===== src/rtl/task_dispatcher_if.sv =====
// Signal bundle between task_dispatcher and its environment:
// task intake, per-unit issue/completion, flush and drain handshake.
interface task_dispatcher_if #(
    parameter int NUM_UNITS = 4,
    parameter int DEPTH     = 8
);
    localparam int CW = $clog2(DEPTH) + 1;

    logic                 task_valid;
    logic                 task_ready;
    logic [1:0]           task_op;
    logic [1:0]           task_type;
    logic [3:0]           task_addr;
    logic [NUM_UNITS-1:0] unit_ready;
    logic [NUM_UNITS-1:0] unit_done;
    logic [NUM_UNITS-1:0] issue_vec;
    logic [1:0]           issue_op;
    logic [1:0]           issue_type;
    logic [3:0]           issue_addr;
    logic [NUM_UNITS-1:0] busy_units;
    logic [CW-1:0]        queue_count;
    logic [15:0]          done_count;
    logic                 flush;
    logic                 drain_req;
    logic                 drain_ack;
    logic                 idle;
    logic [1:0]           dbg_state;

    // Handshake: a task moves on every rising edge that sees task_valid && task_ready;
    // while task_valid is high and task_ready low the offering side holds op/type/addr.
    modport slave (
        input  task_valid, task_op, task_type, task_addr,
        input  unit_ready, unit_done, flush, drain_req,
        output task_ready, issue_vec, issue_op, issue_type, issue_addr,
        output busy_units, queue_count, done_count, drain_ack, idle, dbg_state
    );

    modport master (
        output task_valid, task_op, task_type, task_addr,
        output unit_ready, unit_done, flush, drain_req,
        input  task_ready, issue_vec, issue_op, issue_type, issue_addr,
        input  busy_units, queue_count, done_count, drain_ack, idle, dbg_state
    );
endinterface


===== src/rtl/task_dispatcher.sv =====
// Queues incoming tasks and issues them one per cycle to free processing units
// in round-robin order, tracking outstanding work, completions and a drain handshake.
module task_dispatcher #(
    parameter int NUM_UNITS = 4,
    parameter int DEPTH     = 8
) (
    input  logic             clk,
    input  logic             rst_n,
    task_dispatcher_if.slave bus
);
    localparam int AW = $clog2(DEPTH);
    localparam int CW = AW + 1;
    localparam int UW = (NUM_UNITS > 1) ? $clog2(NUM_UNITS) : 1;
    localparam logic [NUM_UNITS-1:0] ONE_HOT0 = NUM_UNITS'(1);

    typedef enum logic [1:0] {
        S_RUN   = 2'd0,
        S_DRAIN = 2'd1,
        S_ACK   = 2'd2
    } state_t;

    state_t               r_state;
    logic [7:0]           r_mem [DEPTH];
    logic [AW-1:0]        r_rd_ptr;
    logic [AW-1:0]        r_wr_ptr;
    logic [CW-1:0]        r_count;
    logic [UW-1:0]        r_rr_ptr;
    logic [NUM_UNITS-1:0] r_busy;
    logic [NUM_UNITS-1:0] r_issue_vec;
    logic [1:0]           r_issue_op;
    logic [1:0]           r_issue_type;
    logic [3:0]           r_issue_addr;
    logic [15:0]          r_done_count;
    logic                 r_drain_ack;

    logic                 w_task_ready;
    logic                 w_push;
    logic                 w_pop;
    logic                 w_has_head;
    logic [7:0]           w_head;
    logic [NUM_UNITS-1:0] w_free;
    logic                 w_found;
    logic [UW-1:0]        w_grant_idx;
    logic                 w_issue;
    logic                 w_drop;
    logic [NUM_UNITS-1:0] w_grant_vec;
    logic [NUM_UNITS-1:0] w_done_hits;
    logic [3:0]           w_done_inc;
    logic [16:0]          w_done_sum;

    assign w_task_ready = rst_n && (r_state == S_RUN) && (r_count < CW'(DEPTH));
    assign w_push       = bus.task_valid && w_task_ready && !bus.flush;
    assign w_has_head   = (r_count != '0);
    assign w_head       = r_mem[r_rd_ptr];
    assign w_free       = bus.unit_ready & ~r_busy;

    // First free unit at or after r_rr_ptr, wrapping past the last unit.
    always_comb begin
        w_found     = 1'b0;
        w_grant_idx = '0;
        for (int k = 0; k < NUM_UNITS; k++) begin
            int j;
            j = int'(r_rr_ptr) + k;
            if (j >= NUM_UNITS) j = j - NUM_UNITS;
            if (!w_found && w_free[j]) begin
                w_found     = 1'b1;
                w_grant_idx = UW'(j);
            end
        end
    end

    assign w_issue     = !bus.flush && w_has_head && (w_head[7:6] != 2'b00) && w_found;
    assign w_drop      = !bus.flush && w_has_head && (w_head[7:6] == 2'b00);
    assign w_pop       = w_issue || w_drop;
    assign w_grant_vec = w_issue ? (ONE_HOT0 << w_grant_idx) : '0;
    assign w_done_hits = bus.unit_done & r_busy;

    always_comb begin
        w_done_inc = '0;
        for (int i = 0; i < NUM_UNITS; i++) begin
            w_done_inc = w_done_inc + 4'(w_done_hits[i]);
        end
    end

    assign w_done_sum = {1'b0, r_done_count} + 17'(w_done_inc);

    always_ff @(posedge clk) begin
        if (w_push) r_mem[r_wr_ptr] <= {bus.task_op, bus.task_type, bus.task_addr};
    end

    always_ff @(posedge clk) begin
        if (!rst_n) begin
            r_state      <= S_RUN;
            r_rd_ptr     <= '0;
            r_wr_ptr     <= '0;
            r_count      <= '0;
            r_rr_ptr     <= '0;
            r_busy       <= '0;
            r_issue_vec  <= '0;
            r_issue_op   <= '0;
            r_issue_type <= '0;
            r_issue_addr <= '0;
            r_done_count <= '0;
            r_drain_ack  <= 1'b0;
        end else begin
            r_issue_vec <= w_grant_vec;
            if (w_issue) begin
                r_issue_op   <= w_head[7:6];
                r_issue_type <= w_head[5:4];
                r_issue_addr <= w_head[3:0];
                r_rr_ptr     <= (w_grant_idx == UW'(NUM_UNITS - 1)) ? '0 : w_grant_idx + UW'(1);
            end
            r_busy       <= (r_busy & ~bus.unit_done) | w_grant_vec;
            r_done_count <= w_done_sum[16] ? 16'hFFFF : w_done_sum[15:0];

            if (bus.flush) begin
                r_rd_ptr <= '0;
                r_wr_ptr <= '0;
                r_count  <= '0;
            end else begin
                if (w_push) r_wr_ptr <= r_wr_ptr + AW'(1);
                if (w_pop)  r_rd_ptr <= r_rd_ptr + AW'(1);
                case ({w_push, w_pop})
                    2'b10:   r_count <= r_count + CW'(1);
                    2'b01:   r_count <= r_count - CW'(1);
                    default: r_count <= r_count;
                endcase
            end

            // Drain completes only once both the queue and every unit are empty.
            case (r_state)
                S_RUN: begin
                    if (bus.drain_req) r_state <= S_DRAIN;
                end
                S_DRAIN: begin
                    if (r_count == '0 && r_busy == '0) begin
                        r_state     <= S_ACK;
                        r_drain_ack <= 1'b1;
                    end
                end
                S_ACK: begin
                    r_state     <= S_RUN;
                    r_drain_ack <= 1'b0;
                end
                default: begin
                    r_state     <= S_RUN;
                    r_drain_ack <= 1'b0;
                end
            endcase
        end
    end

    assign bus.task_ready  = w_task_ready;
    assign bus.issue_vec   = r_issue_vec;
    assign bus.issue_op    = r_issue_op;
    assign bus.issue_type  = r_issue_type;
    assign bus.issue_addr  = r_issue_addr;
    assign bus.busy_units  = r_busy;
    assign bus.queue_count = r_count;
    assign bus.done_count  = r_done_count;
    assign bus.drain_ack   = r_drain_ack;
    assign bus.idle        = (r_count == '0) && (r_busy == '0);
    assign bus.dbg_state   = r_state;
endmodule


===== src/flat_wrapper.sv =====
// flat-port wrapper written by rule: the top's interface ports become plain ports
module task_dispatcher_flat 
#(
    parameter int NUM_UNITS = 4,
    parameter int DEPTH     = 8
)
  (clk, rst_n, bus_task_valid, bus_task_op, bus_task_type, bus_task_addr, bus_unit_ready, bus_unit_done, bus_flush, bus_drain_req, bus_task_ready, bus_issue_vec, bus_issue_op, bus_issue_type, bus_issue_addr, bus_busy_units, bus_queue_count, bus_done_count, bus_drain_ack, bus_idle, bus_dbg_state);
  task_dispatcher_if #(.NUM_UNITS(NUM_UNITS), .DEPTH(DEPTH)) bus_i ();
  input  logic clk;
  input  logic rst_n;
  input wire logic [$bits(bus_i.task_valid)-1:0] bus_task_valid;
  input wire logic [$bits(bus_i.task_op)-1:0] bus_task_op;
  input wire logic [$bits(bus_i.task_type)-1:0] bus_task_type;
  input wire logic [$bits(bus_i.task_addr)-1:0] bus_task_addr;
  input wire logic [$bits(bus_i.unit_ready)-1:0] bus_unit_ready;
  input wire logic [$bits(bus_i.unit_done)-1:0] bus_unit_done;
  input wire logic [$bits(bus_i.flush)-1:0] bus_flush;
  input wire logic [$bits(bus_i.drain_req)-1:0] bus_drain_req;
  output wire logic [$bits(bus_i.task_ready)-1:0] bus_task_ready;
  output wire logic [$bits(bus_i.issue_vec)-1:0] bus_issue_vec;
  output wire logic [$bits(bus_i.issue_op)-1:0] bus_issue_op;
  output wire logic [$bits(bus_i.issue_type)-1:0] bus_issue_type;
  output wire logic [$bits(bus_i.issue_addr)-1:0] bus_issue_addr;
  output wire logic [$bits(bus_i.busy_units)-1:0] bus_busy_units;
  output wire logic [$bits(bus_i.queue_count)-1:0] bus_queue_count;
  output wire logic [$bits(bus_i.done_count)-1:0] bus_done_count;
  output wire logic [$bits(bus_i.drain_ack)-1:0] bus_drain_ack;
  output wire logic [$bits(bus_i.idle)-1:0] bus_idle;
  output wire logic [$bits(bus_i.dbg_state)-1:0] bus_dbg_state;
  assign bus_i.task_valid = bus_task_valid;
  assign bus_i.task_op = bus_task_op;
  assign bus_i.task_type = bus_task_type;
  assign bus_i.task_addr = bus_task_addr;
  assign bus_i.unit_ready = bus_unit_ready;
  assign bus_i.unit_done = bus_unit_done;
  assign bus_i.flush = bus_flush;
  assign bus_i.drain_req = bus_drain_req;
  assign bus_task_ready = bus_i.task_ready;
  assign bus_issue_vec = bus_i.issue_vec;
  assign bus_issue_op = bus_i.issue_op;
  assign bus_issue_type = bus_i.issue_type;
  assign bus_issue_addr = bus_i.issue_addr;
  assign bus_busy_units = bus_i.busy_units;
  assign bus_queue_count = bus_i.queue_count;
  assign bus_done_count = bus_i.done_count;
  assign bus_drain_ack = bus_i.drain_ack;
  assign bus_idle = bus_i.idle;
  assign bus_dbg_state = bus_i.dbg_state;
  task_dispatcher #(.NUM_UNITS(NUM_UNITS), .DEPTH(DEPTH)) u_core (.clk(clk), .rst_n(rst_n), .bus(bus_i));
endmodule

===== config.mk =====
export PLATFORM = sky130hd
export DESIGN_NAME = task_dispatcher_flat
export DESIGN_NICKNAME = d
export VERILOG_FILES = /design/src/rtl/task_dispatcher_if.sv /design/src/rtl/task_dispatcher.sv /design/src/flat_wrapper.sv
export SDC_FILE = /design/constraint.sdc
export NUM_CORES = 1
export LEC_CHECK = 0
export ABC_AREA = 1
export CORE_UTILIZATION = 35
export CTS_CLUSTER_DIAMETER = 200
export CTS_CLUSTER_SIZE = 24
export DETAILED_ROUTE_END_ITERATION = 6
export DONT_BUFFER_PORTS = 1
export PLACE_DENSITY = 0.49
export SYNTH_ARGS = -nofsm -noshare
export SYNTH_HDL_FRONTEND = slang
export SYNTH_SLANG_ARGS = --single-unit

===== constraint.sdc =====
create_clock -name clk -period 3.8 [get_ports clk]
set_clock_uncertainty 0.1 [all_clocks]
set_input_delay 0.57 -clock clk [delete_from_list [all_inputs] [get_ports clk]]
set_output_delay 0.57 -clock clk [all_outputs]
set_load 0.03 [all_outputs]

== Yosys cells after proc, flatten, opt, wreduce, memory -nomap -nowiden ==
Memories as Yosys holds them, arrays and structs flattened. A register that Yosys moved wholly into a read port is not among the register bits.
Index checks and enable logic that the tools add are counted.
W data, S select, Z words.
Word-level totals
  flip-flop bits (word level): 47
  bits in writable memories: 64
  bits of input ports: 21
  memories kept: 1
Cells by class
  add/sub/neg operators: 16
  order comparisons: 9
  eq/ne operators: 6
  shifts and indexed selects: 1
  multiplexer cells: 37
  bitwise gates (word level): 8
  reductions and logical operators: 27
Memories
  u_core.r_mem: depth 8, bits a word 8, rd ports 1, clocked after memory_dff 1, write ports 1, RTL line task_dispatcher.sv:23  | logic [7:0] r_mem [DEPTH];
Operators with widths (number)
  $lt A32 B4 Y1 const B: 4
  $mux W32: 4
  $ge A32 B4 Y1 const B: 3
  $sub A32 B4 Y32 const B: 3
  $add A16 B4 Y17: 1
  $mux W16: 1
  $mux W1: 15
  $mux W2: 7
  $and A4 B4 Y4: 3
  $logic_and A1 B1 Y1: 12
  $add A4 B1 Y4: 2
  $bmux W1 S2: 4
  $logic_not A4 Y1: 2
  $not A4 Y4: 2
  $pmux W4 S2: 1
  $add A2 B2 Y3 const B: 2
  $add A3 B1 Y3 const B: 2
  $mux W3: 2
  $add A4 B1 Y4 const B: 1
  $eq A2 B1 Y1 const B: 2
  $eq A2 B2 Y1 const B: 2
  $logic_not A1 Y1: 4
  $logic_not A2 Y1: 2
  $lt A4 B4 Y1 const B: 1
  other kinds (18): 22

== Depth between registers and ports, before layout ==
Gate-level depths: netlist of the first run.
  word-level depth: 19
  depth in mapped cells: 21

== Least setup slack after synthesis of the first run ==
No wires, ideal clock.
  path kind: input-to-reg
  start: in bus_unit_done[0]
  end: reg u_core.r_done_count[13], in the netlist u_core.bus.done_count[13]
  library setup time: 0.057 ns
  data arrival time: 3.077 ns
  slack: 0.567 ns
  stages on the path: 18
  path buffers: 0
  cells stage by stage: nand2_1 > inv_1 > ha_1 > fa_1 > ha_1 > inv_1 > fa_1 > inv_1 > nand2_1 > nand2_1 > nand2_1 > nor2_1 > nand3b_1 > nor3_1 > nand2_1 > nand3b_1 > nand2_1 > inv_1
Between the ends
  cells in the longest elaborated chain, start to end: 6
Ends and longest elaborated chain
  start: declaration: RTL line flat_wrapper.sv:16  | input wire logic [$bits(bus_i.unit_done)-1:0] bus_unit_done;
  $and A4 B4 Y4: RTL line task_dispatcher.sv:76  | assign w_done_hits = bus.unit_done & r_busy;
  $add A1 B1 Y2: RTL line task_dispatcher.sv:81  | w_done_inc = w_done_inc + 4'(w_done_hits[i]);
  $add A4 B1 Y4 (2 in series): RTL line task_dispatcher.sv:81
  $add A16 B4 Y17: RTL line task_dispatcher.sv:85  | assign w_done_sum = {1'b0, r_done_count} + 17'(w_done_inc);
  $mux W16: RTL line task_dispatcher.sv:114  | r_done_count <= w_done_sum[16] ? 16'hFFFF : w_done_sum[15:0];
  end signal: assignment: RTL line task_dispatcher.sv:114
  end: declaration: RTL line task_dispatcher.sv:33  | logic [15:0] r_done_count;
Every way passes these cells.
A chain may end at the register's enable or synchronous reset.

== Worst setup path in the final report of the first run ==
  start: reg u_core.r_busy[0], in the netlist u_core.bus.busy_units[0]
  end: reg u_core.r_done_count[13], in the netlist u_core.bus.done_count[13]
Between the ends
  cells in the longest elaborated chain, start to end: 6
Ends and longest elaborated chain
  start: declaration: RTL line task_dispatcher.sv:28  | logic [NUM_UNITS-1:0] r_busy;
  start signal: assignment: RTL line task_dispatcher.sv:113  | r_busy <= (r_busy & ~bus.unit_done) | w_grant_vec;
  $and A4 B4 Y4: RTL line task_dispatcher.sv:76
  $add A1 B1 Y2: RTL line task_dispatcher.sv:81
  $add A4 B1 Y4 (2 in series): RTL line task_dispatcher.sv:81
  $add A16 B4 Y17: RTL line task_dispatcher.sv:85
  $mux W16: RTL line task_dispatcher.sv:114
Every way passes these cells.

==> impl_metrics.py, run 1 <==
metrics = {
    "logic_synthesis": {
        "synth_flop_cell": "edfxtp_1",
        "async_flop_share_pct": 0,
        "yosys.area.top_type": "edfxtp_1",
        "synth_cells": 580,
        "ys_ff_latch": 114,
        "netlist.area_leader.share_pct": 36.7,
        "syn_area_mm2": 0.00524,
        "ys_types": 34,
        "synthTopCellsByArea": "edfxtp_1, dfxtp_1, nand2_1, nand3_1, inv_1",
        "synth-warning-count": 0,
        "syn-num-nets": 618,
        "synth_edf_count": 64,
        "synth-seq-area-share_pct": 55.8,
        "synth.avg_cell_area_um2": 9.03,
    },
    "placed_design": {
        "dp_slack_ns": 0.299,
        "dpl.hpwl_um": 7770,
        "gp_congestion": 0.843,
        "io_buffers": 0,
    },
    "timing": {
        "setup_violations": 0,
        "finalCritPeriodShare_pct": 84.4,
        "worst_pin_slew_ns": 0.873,
        "timing.final.hold_violations": 0,
        "layout_min_cycle_time_ns": 3.21,
        "slew_violations": 0,
        "rsz0062_at_grt": "false",
        "finalSetupTns_ns": 0,
        "max_freq_ghz": 0.312,
        "hold-worst-slack_ns": 0.148,
        "fin_ws_ns": 0.594,
        "max-slew-margin-rel_pct": 41.6,
    },
    "global_routing": {
        "grt_pass1_wl_um": 19000,
        "grtUsageTotal_pct": 16.0,
        "first_global_vias": 3712,
        "antenna_found_initial": 0,
        "gr-total-overflow": 0,
        "grt_max_degree": 33,
    },
    "hold_path": {
        "min_path_type": "input port to register",
    },
    "worst_setup_path": {
        "cp-end-kind": "register",
        "path_buf_inv": 4,
        "r2r_start": "u_core.bus.busy_units[0]",
        "worst_r2r_path_depth": 18,
        "arrival_ns": 3.47,
        "required_ns": 4.06,
        "cp_max_fo": 4,
        "critPathLaunch": "u_core.bus.busy_units[0]",
        "crit_path_frequent_cell": "nand2_1",
        "reg2reg_slack_ns": 0.59,
        "critical_path.cell_chain": "nand2_1 > inv_1 > ha_1 > fa_1 > ha_1 > inv_1 > fa_1 > inv_1 > nand2_1 > nand2_1 > nand2_1 > nor2_1 > nand3b_1 > nor3_1 > nand2_1 > nand3b_1 > nand2_1 > inv_1",
        "crit_type": "register to register",
        "crit_family": "adder cells",
        "slowest_delay_ns": 0.42,
        "cp.depth": 18,
        "slowest_stage": "fa_1",
        "worstSetupEndpoint": "u_core.bus.done_count[13]",
        "worstSetupStartpointType": "register",
        "r2r_end": "u_core.bus.done_count[13]",
    },
    "floorplan": {
        "die_h_um": 124,
        "die_w_um": 124,
        "ios": 62,
        "rows": 44,
        "core_area_mm2": 0.0146,
        "dieArea_mm2": 0.0155,
        "initial_core_util_pct": 35.9,
    },
    "outcome": {
        "status": "completed",
    },
    "route": {
        "routedWlPerCell_um": 14.5,
        "vias": 3815,
        "drtPass1Iterations": 4,
        "drt_iter0_markers": 163,
        "via_per_inst": 4.80,
        "postRouteAntennaNets": 0,
        "finalWirelength_um": 11500,
        "remaining_drc_errors": 0,
    },
    "cts": {
        "clock_latency_ns": 0.41,
        "cts_buffers": 17,
        "clock_path_buffers": 2,
        "cts.htree.levels": 4,
        "cts_tree": "built",
        "clkSinkCount": 114,
        "post_cts_buffers": 0,
        "cts_hold_buf": 0,
        "path_clk_slew_ns": 0.05,
        "root_buffer": "clkbuf_16",
        "ctsResizeCount": 0,
    },
    "power": {
        "p_int_uw": 2470,
        "p_leak_uw": 0.00255,
        "ir_drop_mv": 0.335,
        "pwr-share-seq_pct": 42.7,
        "total_power_uw": 3200,
        "p_sw_share_pct": 22.7,
        "combPwrFrac_pct": 6.3,
        "power_frac_clock_pct": 51.0,
        "power.density_mw_per_mm2": 526,
        "p_switching_uw": 726,
    },
    "layout": {
        "area_growth_pct": 16.1,
        "nets": 635,
        "most-common-layout-cells": "nand2_1, nand3_1, inv_1, edfxtp_1, nor2_1",
        "antenna_cells": 0,
        "final_common_cell": "nand2_1",
        "drive_above_1_share_pct": 10.2,
        "fillers": 1408,
    },
    "run": {
        "cap_viol_max_count": 0,
    },
}
## power groups by stage
stage               Sequential [uW]  Clock (uW)  Combinational (uW)
floorplan                      1390           0                 167
global placement               1390           0                 201
detailed placement             1390           0                 204
CTS                            1360        1670                 205
global route                   1370        1720                 235
finish                         1360        1630                 201
## worst min-delay path by stage
stage                             startpoint                  to  depth (start not counted)
after global routing        bus_task_addr[0]  u_core.r_mem[4][0]                          0
final                         bus_task_op[0]  u_core.r_mem[5][6]                          0
after CTS                     bus_task_op[0]  u_core.r_mem[1][6]                          0
after detailed placement  u_core.r_wr_ptr[0]  u_core.r_wr_ptr[0]                          2
after floorplan           u_core.r_wr_ptr[0]  u_core.r_wr_ptr[0]                          2
after global placement    u_core.r_wr_ptr[0]  u_core.r_wr_ptr[0]                          2
## sequential cells by signal, indices dropped and copies added, names as in the netlist, 3 cells and up, named ones only
name	count
u_core.r_rd_ptr	3
u_core.bus.done_count	16
u_core.bus.issue_addr	4
u_core.r_wr_ptr	3
u_core.bus.issue_vec	4
u_core.bus.busy_units	4
u_core.r_mem	64
u_core.bus.queue_count	4
## through the flow
stage | instance area, um^2 | instances | util (%)
6_report | 6080 | 794 | 41.7
4_1_cts | 6080 | 794 | 41.7
5_1_grt | 6080 | 794 | 41.7
3_5_place_dp | 5480 | 762 | 37.5
2_1_floorplan | 5240 | 580 | -
3_3_place_gp | 5480 | 762 | 37.5
## cell usage after synthesis (2+ instances only)
cell,n
a21oi_1,20
xor2_1,11
inv_1,71
inv_2,3
nand2_1,135
nand3b_1,3
nand3_1,75
nor2_1,56
nand4_1,5
dfxtp_1,50
clkbuf_1,8
nor3_1,9
nand3_2,5
buf_6,3
nand2_4,2
fa_1,3
nor2_4,2
nand2_2,4
o21ai_1,7
o21ai_2,5
ha_1,14
buf_4,2
edfxtp_1,64
o21ai_0,13
## final cells by class
type,count,area (um^2),area share [%]
clock buffers,20,437,7.19
clock inverters,12,164,2.70
inverters,75,284,4.67
multi-input cells,376,1940,32.0
flip-flops and latches,114,2920,48.1
well taps,184,230,3.79
repair buffers,13,97.6,1.61
## kinds of logic after synthesis
logic type / after synthesis / synth area share (%)
flip-flops: 114 / 55.8
buffers and inverters: 90 / 7.10
AND/OR/NAND/NOR: 299 / 25.5
AO/OA/AOI/OAI: 48 / 5.11
adder cells (fa/ha/maj): 17 / 4.49
XOR/XNOR: 12 / 2.01
## layer usage
layer	track usage [%]	share of wire [%]	up-vias
met5	0	0	-
met4	6.80	1.4	0
met3	5.76	6.5	15
met2	26.1	47	102
met1	19.0	45	1758
li1	-	-	1940
(Power assumes the default switching activity.)
==> inputs of run 2 (changes only) <==
- clock period: 3.8 -> 3.1 ns (I/O delays scaled with it)
==> run 2 against run 1 <==
  * Via count grew 1.8%
  * Hold slack worse by 0.098 ns
  * Critical path depth did not move
  * Combinational power rose by 30%
  * Die area unchanged
  * Largest power group unchanged
==> impl_metrics.py, run 2 (same netlist as run 1, synthesis figures left out) <==
metrics = {
    "floorplan": {
        "die_w_um": 124,
        "ios": 62,
        "core_area_mm2": 0.0146,
        "rows": 44,
        "initial_core_util_pct": 35.9,
        "dieArea_mm2": 0.0155,
        "die_h_um": 124,
    },
    "hold_path": {
        "holdPathEnd": "u_core.r_mem[1][3]",
        "min_path_type": "input port to register",
        "min_path_cells": 0,
        "hold_start": "bus_task_addr[3]",
    },
    "worst_setup_path": {
        "slowest_stage": "fa_2",
        "worst_r2r_path_depth": 18,
        "r2r_end": "u_core.bus.done_count[14]",
        "critical_path.cell_chain": "nand2_2 > inv_2 > ha_4 > fa_2 > ha_4 > inv_2 > fa_2 > inv_2 > nand2_2 > nand2_2 > nand2_2 > nor2_1 > nand3b_1 > nor3_2 > nand2_1 > nand3b_1 > nand2_1 > inv_1",
        "slowest_delay_ns": 0.54,
        "cp_max_fo": 4,
        "arrival_ns": 3.28,
        "worstSetupStartpointType": "register",
        "reg2reg_slack_ns": 0.08,
        "cp-end-kind": "register",
        "required_ns": 3.36,
        "crit_path_frequent_cell": "nand2_2",
        "crit_type": "register to register",
        "r2r_start": "u_core.bus.busy_units[1]",
    },
    "power": {
        "combPwrFrac_pct": 6.7,
        "power.density_mw_per_mm2": 615,
        "pwr-share-seq_pct": 43.1,
        "ir_drop_mv": 0.369,
        "p_int_uw": 2970,
        "p_leak_uw": 0.00264,
        "power_frac_clock_pct": 50.2,
        "p_switching_uw": 905,
        "p_sw_share_pct": 23.4,
    },
    "cts": {
        "clkSinkCount": 114,
        "cts_tree": "built",
        "clock_path_buffers": 2,
        "cts_hold_buf": 0,
        "cts.htree.levels": 4,
        "path_clk_slew_ns": 0.05,
        "clock_latency_ns": 0.41,
        "cts_buffers": 17,
        "root_buffer": "clkbuf_16",
    },
    "layout": {
        "area_growth_pct": 20.2,
        "largest_reg_flops": 64,
        "antenna_cells": 0,
        "finalNonFillerCells": 816,
        "drive_above_1_share_pct": 16.8,
        "final_common_cell": "nand2_1",
        "fillers": 1392,
        "largest-register": "u_core.r_mem",
        "nets": 657,
        "most-common-layout-cells": "nand2_1, nand3_1, inv_1, edfxtp_1, nor2_1",
        "postLayoutCellArea_mm2": 0.00629,
        "fin_util_pct": 43.1,
    },
    "timing": {
        "layout_min_cycle_time_ns": 3.02,
        "slew_violations": 0,
        "finalCritPeriodShare_pct": 97.4,
        "max-slew-margin-rel_pct": 56.2,
        "rsz0062_at_grt": "true",
        "worst_pin_slew_ns": 0.655,
        "max_freq_ghz": 0.331,
        "timing.final.hold_violations": 0,
        "setup_violations": 0,
    },
    "route": {
        "route.met3.wl_um": 786,
        "wl_met2_um": 5180,
        "route.top_layer_used": "met4",
        "met1_length_um": 5250,
        "via_per_inst": 4.76,
        "postRouteAntennaNets": 0,
        "drt_iter0_markers": 200,
        "remaining_drc_errors": 0,
        "drtPass1Iterations": 6,
        "finalWirelength_um": 11400,
        "routedWlPerCell_um": 14.0,
        "vias": 3883,
    },
    "placed_design": {
        "place_area_mm2": 0.00563,
        "io_buffers": 0,
        "gp_congestion": 0.801,
        "dpl.hpwl_um": 7920,
        "dp_cells": 782,
    },
    "run": {
        "cap_viol_max_count": 0,
    },
    "global_routing": {
        "gr-total-overflow": 0,
        "grt_max_degree": 26,
        "first_global_vias": 3702,
        "antenna_found_initial": 0,
        "grtUsageTotal_pct": 15.4,
        "grt_pass1_wl_um": 18400,
    },
    "outcome": {
        "status": "completed",
    },
}
-- run 2: cell types whose count changed in the layout (fill, tap and decap cells not counted), sizes merged --
cell,previous run,this run
buf,13,35
bufinv,4,3
clkbuf,20,19
inv,75,77
-- run 2: worst max-delay path by stage --
| stage | from | endpoint | slack (ns) | depth (start not counted) |
|---|---|---|---|---|
| after floorplan | bus_unit_done[0] | u_core.bus.done_count[10] | 0.05 | 16 |
| after global placement | bus_unit_done[0] | u_core.bus.done_count[13] | -0.09 | 18 |
| after detailed placement | bus_unit_done[0] | u_core.bus.done_count[14] | -0.15 | 18 |
| after CTS | u_core.bus.busy_units[0] | u_core.bus.done_count[14] | 0.003 | 18 |
| after global routing | u_core.bus.busy_units[1] | u_core.bus.done_count[15] | -0.09 | 18 |
| final | u_core.bus.busy_units[1] | u_core.bus.done_count[14] | 0.08 | 18 |
-- run 2: critical path: cells and delay by family (launching register included) --
| kind | cells | cell delay, ns |
|---|---|---|
| buffers and inverters | 4 | 0.18 |
| flip-flops | 1 | 0.32 |
| AND/OR/NAND/NOR | 10 | 1.10 |
| adder cells (fa/ha/maj) | 4 | 1.27 |
-- run 2: layer usage --
metal / track usage, % / vias up
met5: 0 / -
met4: 6.09 / 0
met3: 6.10 / 14
met2: 23.7 / 95
met1: 19.2 / 1789
li1: - / 1985
-- run 2: final cells by class --
class                      count  area, um^2  area share (%)
clock inverter                13         160            2.55
sequential                   114        2930            46.5
clock buffer                  19         433            6.88
tap                          184         230            3.66
inverter                      75         284            4.51
timing repair buffer          35         263            4.18
multi-input combinational    376        1990            31.7
-- run 2: power groups by stage --
| stage | clock network [uW] | registers (uW) | logic [uW] |
|---|---|---|---|
| after floorplan | 0 | 1700 | 205 |
| after global placement | 0 | 1700 | 257 |
| after detailed placement | 0 | 1700 | 259 |
| after CTS | 1990 | 1670 | 260 |
| after global routing | 2050 | 1670 | 295 |
| final | 1940 | 1670 | 261 |
-- run 2: stage by stage --
step	hold slack [ns]	setup TNS [ns]	total power [uW]	setup slack (ns)
floorplan	0.371	0	1900	0.0471
global placement	0.387	-0.276	1960	-0.0870
detailed placement	0.403	-0.522	1960	-0.147
CTS	0.0276	0	3920	0.00302
global route	0.0254	-0.282	4020	-0.0883
finish	0.0497	0	3870	0.0796
-- run 2: what timing repair did --
action | in CTS | in global routing
setup endpoints to repair | 0 | 16
setup buffers | 0 | 2
gates resized for setup | 0 | 18
==> inputs of run 3 (changes only) <==
- CORE_UTILIZATION: 35 -> 40
- PLACE_DENSITY: 0.49 -> 0.54
==> run 3 against run 2 <==
  * Via count shrank 2.2%
  * Sequential power is essentially flat
  * Count of clock-buffer cells in the layout shrank 1
  * Fmax grew 4.2%
  * Wire length shrank 2.6%
  * Power grew 2.1%
  * Sequential share of layout area grew 0.091 points
  * Critical path depth shrank 1
==> impl_metrics.py, run 3 (same netlist as run 1, synthesis figures left out) <==
metrics = {
    "outcome": {
        "status": "completed",
    },
    "global_routing": {
        "grtUsageTotal_pct": 17.5,
        "grt_pass1_wl_um": 17400,
        "grt.met1_usage_pct": 21.6,
        "grt_use_met2_pct": 28.2,
        "grtUsageMet3_pct": 4.72,
        "gr-total-overflow": 0,
        "antenna_found_initial": 0,
        "grt_most_used_layer": "met2",
        "first_global_vias": 3614,
        "grt_max_degree": 26,
    },
    "worst_setup_path": {
        "worstSetupStartpointType": "register",
        "cp_max_fo": 3,
        "r2r_end": "u_core.bus.done_count[10]",
        "r2r_start": "u_core.bus.busy_units[0]",
        "arrival_ns": 3.11,
        "crit_type": "register to register",
        "worst_r2r_path_depth": 17,
        "worstSetupEndpoint": "u_core.bus.done_count[10]",
        "cp-end-kind": "register",
        "reg2reg_slack_ns": 0.20,
        "required_ns": 3.31,
        "critPathLaunch": "u_core.bus.busy_units[0]",
    },
    "floorplan": {
        "rows": 41,
        "dieArea_mm2": 0.0136,
        "die_h_um": 116,
        "initial_core_util_pct": 41.3,
        "ios": 62,
        "core_area_mm2": 0.0127,
        "die_w_um": 116,
    },
    "timing": {
        "hold-worst-slack_ns": 0.0417,
        "layout_min_cycle_time_ns": 2.90,
        "finalCritPeriodShare_pct": 93.5,
        "finalSetupTns_ns": 0,
        "max-slew-margin-rel_pct": 56.8,
        "timing.final.hold_violations": 0,
        "slew_violations": 0,
        "max_freq_ghz": 0.345,
        "rsz0062_at_grt": "false",
        "worst_pin_slew_ns": 0.645,
        "setup_violations": 0,
        "fin_ws_ns": 0.202,
    },
    "route": {
        "via_per_inst": 4.75,
        "postRouteAntennaNets": 0,
        "vias": 3796,
        "drt_iter0_markers": 201,
        "finalWirelength_um": 11100,
        "remaining_drc_errors": 0,
        "drtPass1Iterations": 5,
        "routedWlPerCell_um": 13.9,
    },
    "power": {
        "ir_drop_mv": 0.387,
        "p_int_uw": 3040,
        "p_sw_share_pct": 23.0,
        "total_power_uw": 3950,
        "p_leak_uw": 0.00266,
        "combPwrFrac_pct": 6.5,
        "p_switching_uw": 909,
        "power.density_mw_per_mm2": 630,
        "pwr-share-seq_pct": 42.2,
        "power_frac_clock_pct": 51.3,
    },
    "placed_design": {
        "io_buffers": 0,
        "dp_slack_ns": -0.140,
        "dpl.hpwl_um": 7700,
        "place_area_mm2": 0.00559,
        "gp_congestion": 0.809,
    },
    "layout": {
        "multi_input_area_mm2": 0.00200,
        "largest_reg_flops": 64,
        "fillers": 1201,
        "register_area_mm2": 0.00293,
        "area_growth_pct": 19.9,
        "antenna_cells": 0,
        "final_common_cell": "nand2_1",
        "postLayoutCellArea_mm2": 0.00628,
        "most-common-layout-cells": "nand2_1, nand3_1, inv_1, edfxtp_1, nor2_1",
        "drive_above_1_share_pct": 15.3,
        "largest-register": "u_core.r_mem",
        "nets": 653,
    },
    "cts": {
        "path_clk_slew_ns": 0.06,
        "cts_buffers": 17,
        "cts_tree": "built",
        "clkSinkCount": 114,
        "clock_latency_ns": 0.41,
        "cts.htree.levels": 4,
        "cts_hold_buf": 0,
        "root_buffer": "clkbuf_16",
        "clock_path_buffers": 2,
    },
    "run": {
        "cap_viol_max_count": 0,
    },
    "hold_path": {
        "min_path_type": "input port to register",
    },
}
==> run 3: routing by layer <==
layer | vias to the layer above | share of wire, %
met2 | 84 | 46
li1 | 1979 | -
met4 | 0 | 2.0
met1 | 1716 | 46
met5 | - | 0
met3 | 17 | 5.5
==> run 3: critical path: stages, from the launching register on <==
cell,delay (ns)
dfxtp_2,0.31
nand2_1,0.07
inv_2,0.05
ha_4,0.23
fa_2,0.54
ha_4,0.13
inv_1,0.05
fa_2,0.34
inv_1,0.06
nand2_1,0.06
nand2_1,0.06
nand2_1,0.06
nor2_1,0.10
nand3b_1,0.16
buf_6,0.18
xor2_1,0.13
o21ai_1,0.12
inv_1,0.05
==> run 3: power groups by stage <==
stage	Clock [uW]	Combinational, uW	Sequential (uW)
final	2030	259	1670
after global routing	2120	299	1670
after CTS	2060	259	1670
after detailed placement	0	257	1700
after global placement	0	253	1700
after floorplan	0	205	1700
==> run 3: cell type report <==
class,count,area share [%]
flip-flops and latches,114,46.6
multi-input cells,376,31.9
clock inverters,13,2.95
well taps,172,3.43
inverters,75,4.52
clock buffers,18,6.84
repair buffers,31,3.77
==> run 3: worst min-delay path by stage <==
stage	from	to	slack, ns	depth (start not counted)
finish	bus_task_addr[3]	u_core.r_mem[1][3]	0.04	0
global route	bus_task_addr[1]	u_core.r_mem[1][1]	0.03	0
CTS	bus_task_addr[2]	u_core.r_mem[3][2]	0.03	0
detailed placement	u_core.r_wr_ptr[0]	u_core.r_wr_ptr[0]	0.40	2
global placement	u_core.r_wr_ptr[0]	u_core.r_wr_ptr[0]	0.39	2
floorplan	u_core.r_wr_ptr[0]	u_core.r_wr_ptr[0]	0.37	2
==> run 3: what timing repair did <==
item                                    4_1_cts  5_1_grt
endpoints found under the setup margin        0        7
setup buffers                                 0        2
resized for setup                             0       14
==> run 3: per-stage QoR <==
stage                     util, %  std cells
after floorplan                 -        580
after global placement       44.1        766
after detailed placement     44.1        766
after CTS                    49.0        797
after global routing         49.5        799
final                        49.5        799
